--- src/rtl/pt_feedback_pkg.sv ---
// pt_feedback_pkg: shared constants and helpers for the feedback path blocks.
package pt_feedback_pkg;
  localparam int unsigned LOG2_MAX_DECIMATION_DEF = 4;
  function automatic int unsigned acc_width(input int unsigned w, input int unsigned l);
    return w + l;
  endfunction
  function automatic int unsigned clamp_k(input int unsigned k, input int unsigned kmax);
    return (k > kmax) ? kmax : k;
  endfunction
endpackage

--- src/rtl/boxcar_decimator.sv ---
// boxcar_decimator: averages frames of 2^k signed samples into one output strobe.
module boxcar_decimator
  import pt_feedback_pkg::*;
#(
  parameter int unsigned WIDTH = 14,
  parameter int unsigned LOG2_MAX_DECIMATION = LOG2_MAX_DECIMATION_DEF,
  localparam int unsigned KW = $clog2(LOG2_MAX_DECIMATION + 1),
  localparam int unsigned AW = acc_width(WIDTH, LOG2_MAX_DECIMATION)
) (
  input  logic                    clk_i,
  input  logic                    rst_i,
  input  logic                    ce_i,
  input  logic [KW-1:0]           log2_decimation_i,
  input  logic signed [WIDTH-1:0] data_i,
  output logic                    data_valid_o,
  output logic signed [WIDTH-1:0] data_o
);
  logic [KW-1:0] k_q, k_new;
  logic [LOG2_MAX_DECIMATION-1:0] cnt_q;
  logic signed [AW-1:0] acc_q, sum, avg;
  logic last;
  always_comb begin
    k_new = KW'(clamp_k(32'(log2_decimation_i), LOG2_MAX_DECIMATION));
    sum   = acc_q + {{LOG2_MAX_DECIMATION{data_i[WIDTH-1]}}, data_i};
    avg   = sum >>> k_q;
    last  = cnt_q == LOG2_MAX_DECIMATION'((32'd1 << k_q) - 32'd1);
  end
  // A change of k aborts the frame and drops the coincident sample.
  always_ff @(posedge clk_i or posedge rst_i) begin
    if (rst_i) begin
      k_q          <= '0;
      cnt_q        <= '0;
      acc_q        <= '0;
      data_o       <= '0;
      data_valid_o <= 1'b0;
    end else begin
      data_valid_o <= 1'b0;
      if (k_new != k_q) begin
        k_q   <= k_new;
        acc_q <= '0;
        cnt_q <= '0;
      end else if (ce_i && last) begin
        data_o       <= avg[WIDTH-1:0];
        data_valid_o <= 1'b1;
        acc_q        <= '0;
        cnt_q        <= '0;
      end else if (ce_i) begin
        acc_q <= sum;
        cnt_q <= cnt_q + 1'b1;
      end
    end
  end
endmodule

--- config.mk ---
export PLATFORM = sky130hd
export DESIGN_NAME = boxcar_decimator
export DESIGN_NICKNAME = d
export VERILOG_FILES = /design/src/rtl/pt_feedback_pkg.sv /design/src/rtl/boxcar_decimator.sv
export SDC_FILE = /design/constraint.sdc
export NUM_CORES = 1
export LEC_CHECK = 0
export CAP_MARGIN = 10
export CORE_UTILIZATION = 35
export CTS_BUF_LIST = sky130_fd_sc_hd__clkbuf_8
export DETAILED_ROUTE_END_ITERATION = 10
export SYNTH_ARGS = -nofsm -noshare
export SYNTH_HDL_FRONTEND = slang
export SYNTH_SLANG_ARGS = --single-unit
--- constraint.sdc ---
create_clock -name clk_i -period 2.7 [get_ports clk_i]
set_input_delay 0.27 -clock clk_i [delete_from_list [all_inputs] [get_ports clk_i]]
set_output_delay 0.27 -clock clk_i [all_outputs]
set_load 0.01 [all_outputs]
# Yosys cells after proc, flatten, opt, wreduce, memory -nomap -nowiden
# Cells that the tools add are included.
# Widths: inputs -> output; s select.
# op_classes
mux,9
multipliers,0
n_reduce_logical,3
shift,2
n_bitwise,1
order_cmp,1
add_sub_neg,3
n_div,0
n_eq_ne,2
# op_table
cell,count
$mux 18,3
$add 18x18->18,1
$sshr 18x3->14,1
$mux 4,3
$add 4x1->4 const B,1
$eq 4x4->1,1
$shl 1x3->4 const A,1
$sub 4x1->4 const B,1
$gt 3x3->1 const B,1
$mux 3,1
$ne 3x3->1,1
$reduce_bool 3->1,1
$mux 1,2
$reduce_and 2->1,1
$logic_and 1x1->1,1
$not 1->1,1
# totals
register_bits,40
ram_bits,0
rom_bits,0
elab_cells,26
latchBits,0
mem_count,0
out_inout_bits,15
input_bits,20

# Depth between registers and ports, before layout
# depth
ltp_word,6
mapped_depth,13
mapped_depth_nobuf,11

# Worst setup path before layout
# No wires, ideal clock.
# synth_path
path_type,reg2reg
from,register acc_q[0]
to,register data_o[9]
n_path_buf,0
stages_incl_launch_ff,10
setup_time_ns,0.091
arrival_ns,2.812
required_ns,2.609
path_slack_ns,-0.202
synth_period_minus_slack_ns,2.902
cell_sequence,dfrtp_1 > ha_1 > fa_1 > a21o_1 > a311o_2 > and3_2 > o221ai_1 > xor2_1 > mux4_2 > o221ai_1
# synth_between
elab_chain_len,2
# synth_lines
item,line,text
start: declaration,boxcar_decimator.sv:20,"logic signed [AW-1:0] acc_q, sum, avg;"
start signal: assignment,boxcar_decimator.sv:48,acc_q <= sum;
$add 18x18->18,boxcar_decimator.sv:24,"sum = acc_q + {{LOG2_MAX_DECIMATION{data_i[WIDTH-1]}}, data_i};"
$sshr 18x3->14,boxcar_decimator.sv:25,avg = sum >>> k_q;
end signal: assignment,boxcar_decimator.sv:43,data_o <= avg[WIDTH-1:0];
end: declaration,boxcar_decimator.sv:16,output logic signed [WIDTH-1:0] data_o
# No other way between the ends.
# A chain may end at the register's enable or synchronous reset.

# Final worst setup path
# Ends and elaborated chain as after synthesis.

==> out/results.tsv <==
stage	metric	value	unit
clocking	cts_buffers	5	
yosys	synth_cell_types	68	
job	cap_violations	0	
drt	drt_iter0_markers	132	
finish	area_growth	36.6	%
timing	setup_ws	-0.0265	ns
pwr	clockPowerShare	29.0	%
drt	vias	3067	
pwr	comb_power_share	35.6	%
finish	mostFrequentLayoutCell	buf_4	
yosys	yosys.area.top_type	dfrtp_1	
timing	timing.final.crit_share	101	%
drt	top_layer_used	met4	
timing	maxSlewViolCount	0	
clocking	cts_tree	done	
yosys	syn_nets	390	
drt	drt_wl_total	8.76	mm
floorplan	die-area	9790	sq um
pwr	p_leak	2.04	nW
finish	fillers	845	
placed_design	hpwl	6.69	mm
floorplan	die_y	99.0	microns
pwr	vdd_drop_max	206	uV
clocking	cts-root-buf	clkbuf_8	
yosys	synth-seq-cells	40	
yosys	synthCells	350	
drt	wirelength_met1	4.30	mm
pwr	internal_power	1.26	mW
critical_path	critPathMaxStageDelay	0.50	ns
critical_path	path_max_fanout	5	
pwr	power	1.86	mW
clocking	clock_path_buffers	2	
clocking	clkLatencyLatePin	0.31	ns
drt	wl_met3	252	microns
critical_path	arrival	2.96	ns
floorplan	fp.coreArea	9150	sq um
status	status	complete, but fails checks	
finish	most-common-layout-cells	buf_4 (75), dfrtp_1 (40), nand2_1 (39), clkdlybuf4s50_1 (34), o21ai_0 (21)	
yosys	synth_area_leaders	dfrtp_1 (30%), ha_1 (7.2%), nand2_1 (4.4%)	
pwr	p_sw_share	32.4	%
timing	rsz0062_at_grt	yes	
finish	drive_gt1_share	30.9	%
timing	tightest_slew	0.547	ns
clocking	path_clk_slew	0.09	ns
yosys	synth_edf_count	0	
clocking	cts.sinks	40	
floorplan	dieWidth	99.0	microns
placed_design	port-buffer-count	34	
critical_path	crit_path_cell_trace	ha_2 > fa_2 > a21o_1 > a311o_2 > and3_4 > o221ai_4 > xor2_1 > mux4_2 > o221ai_2	
drt	ant_nets	0	
yosys	synth_top_area_share	30.4	%
timing	max_freq	367	MHz
yosys	synthArstFlopShare	100	%
global_route	grt_overflow	0	
critical_path	setup.worst_path.class	flop to flop	
finish	final_area	4500	sq um
timing	clock_skew	0.0105	ns
yosys	syn_avg_cell_area	9.40	sq um
yosys	seq_area_frac_synth	30.4	%
global_route	grt_pass1_wl	15.1	mm
drt	route.detailed.drc	0	
global_route	antenna_found_initial	0	
finish	utilization	49.1	%
floorplan	fp-row-count	35	
timing	hold_viol	0	
timing	period_needed	2.73	ns
clocking	htree_num_levels	2	
drt	route.met2.wl	4.14	mm
min_path	hold_path.class	primary input to asynchronous set/reset pin	
drt	firstDrtPassIters	4	
yosys	synth_flop_cell	dfrtp_1	
timing	finalSetupViolations	4	
drt	vias_per_cell	5.47	
drt	wl_per_cell	15.6	microns
critical_path	path_buf_inv	0	
finish	antennaDiodeCount	0	
pwr	seqPwrFrac	35.4	%
status	violations	negative setup slack	
pwr	powerDensity	413	nW/um^2
critical_path	cp-end-kind	flop	
placed_design	placed_area	4230	sq um
global_route	track_usage	19.2	%
timing	relSlewSlack	63.6	%
global_route	first_global_vias	3099	
timing	fin_hold_ws	0.390	ns
critical_path	slowest_stage	mux4_2	
placed_design	place_ws	-0.425	ns
global_route	grt_max_degree	41	
critical_path	cp-start-kind	flop	
critical_path	critical_path.top_delay_family	compound AO/OA/AOI/OAI gates	
placed_design	gp_congestion	0.837	
pwr	switching_power	0.603	mW
yosys	yosysWarnings	0	
critical_path	worstPathRequired	2.93	ns
floorplan	start_util	36.0	%
floorplan	io_pins	35	
yosys	synth_area	3290	sq um
finish	nets	489	
-- flip-flops by register name, indices dropped and copies added (netlist names) --
signal / cells
data_valid_o: 1
acc_q: 18
k_q: 3
cnt_q: 4
data_o: 14
-- timing repair --
action,CTS,global route
resized for setup,11,9
cloned,0,0
endpoints found under the hold margin,0,0
buffers inserted,6,1
pin swaps,13,6
setup endpoints to repair,12,15
hold buffers,0,0
-- worst min-delay path: stages --
cell	delay (ns)
clkdlybuf4s50_1	0.39
inv_1	0.05
buf_4	0.45
-- kinds of logic after synthesis --
group | count (synthesis) | synth area share, %
AOI/OAI and AO/OA | 108 | 25.1
xor gates and xnor gates | 24 | 6.39
adders and majority gates | 20 | 7.83
buffers and inverters | 25 | 4.33
DFF | 40 | 30.4
muxes | 16 | 7.34
and+or+nand+nor | 117 | 18.6
-- final cells by class --
type	count	area, sq um	area share (%)
multi-input combinational	285	2280	50.8
sequential	40	1000	22.3
timing repair buffer	112	937	20.8
tap	111	139	3.09
clock buffer	5	68.8	1.53
clock inverter	3	46.3	1.03
inverter	5	18.8	0.417
-- layer usage --
| metal | track usage (%) | vias to the layer above |
|---|---|---|
| met1 | 26.5 | 1484 |
| met5 | 0 | - |
| li1 | - | 1524 |
| met3 | 2.06 | 6 |
| met2 | 32.4 | 53 |
| met4 | 3.67 | 0 |
-- through the flow --
step	setup TNS, ns	instances
global route	-1.07	561
finish	-0.0685	561
floorplan	0	350
detailed placement	-5.26	546
CTS	-0.435	560
global placement	-4.58	546
-- power groups by stage --
stage	logic (mW)	registers, mW	clock network, mW
floorplan	0.359	0.673	0
global placement	0.611	0.668	0
detailed placement	0.622	0.669	0
CTS	0.650	0.658	0.556
global route	0.722	0.663	0.577
finish	0.662	0.657	0.539
-- final timing paths --
path | startpoint | endpoint | slack, ns | cells after the start
worst max-delay path | acc_q[0]$_DFFE_PP0P_ | data_o[9]$_DFFE_PP0P_ | -0.03 | 9
worst min-delay path | rst_i | cnt_q[2]$_DFFE_PP0P_ | 0.39 | 3
worst max register to register | acc_q[0]$_DFFE_PP0P_ | data_o[9]$_DFFE_PP0P_ | -0.03 | 9
worst min register to register | acc_q[12]$_DFFE_PP0P_ | acc_q[12]$_DFFE_PP0P_ | 0.50 | 2
max in group asynchronous | rst_i | acc_q[6]$_DFFE_PP0P_ | 1.93 | 3
min in group clk_i | acc_q[12]$_DFFE_PP0P_ | acc_q[12]$_DFFE_PP0P_ | 0.50 | 2
-- Yosys cell counts (4+ instances only) --
master	number
dfrtp_1	40
nand2_1	39
o21ai_0	24
ha_1	19
nor2_1	19
a21oi_1	13
clkbuf_1	13
xnor2_1	12
xor2_1	12
a22o_1	10
o211ai_1	9
a21o_1	8
nand3_1	8
mux4_2	6
nor2b_1	6
nor3_1	6
mux2_2	5
mux2i_1	5
nand2b_1	5
nand4_1	5
o221ai_1	5
a211oi_1	4
and3_1	4
clkbuf_8	4
o211a_1	4
(Power assumes the default switching activity.)
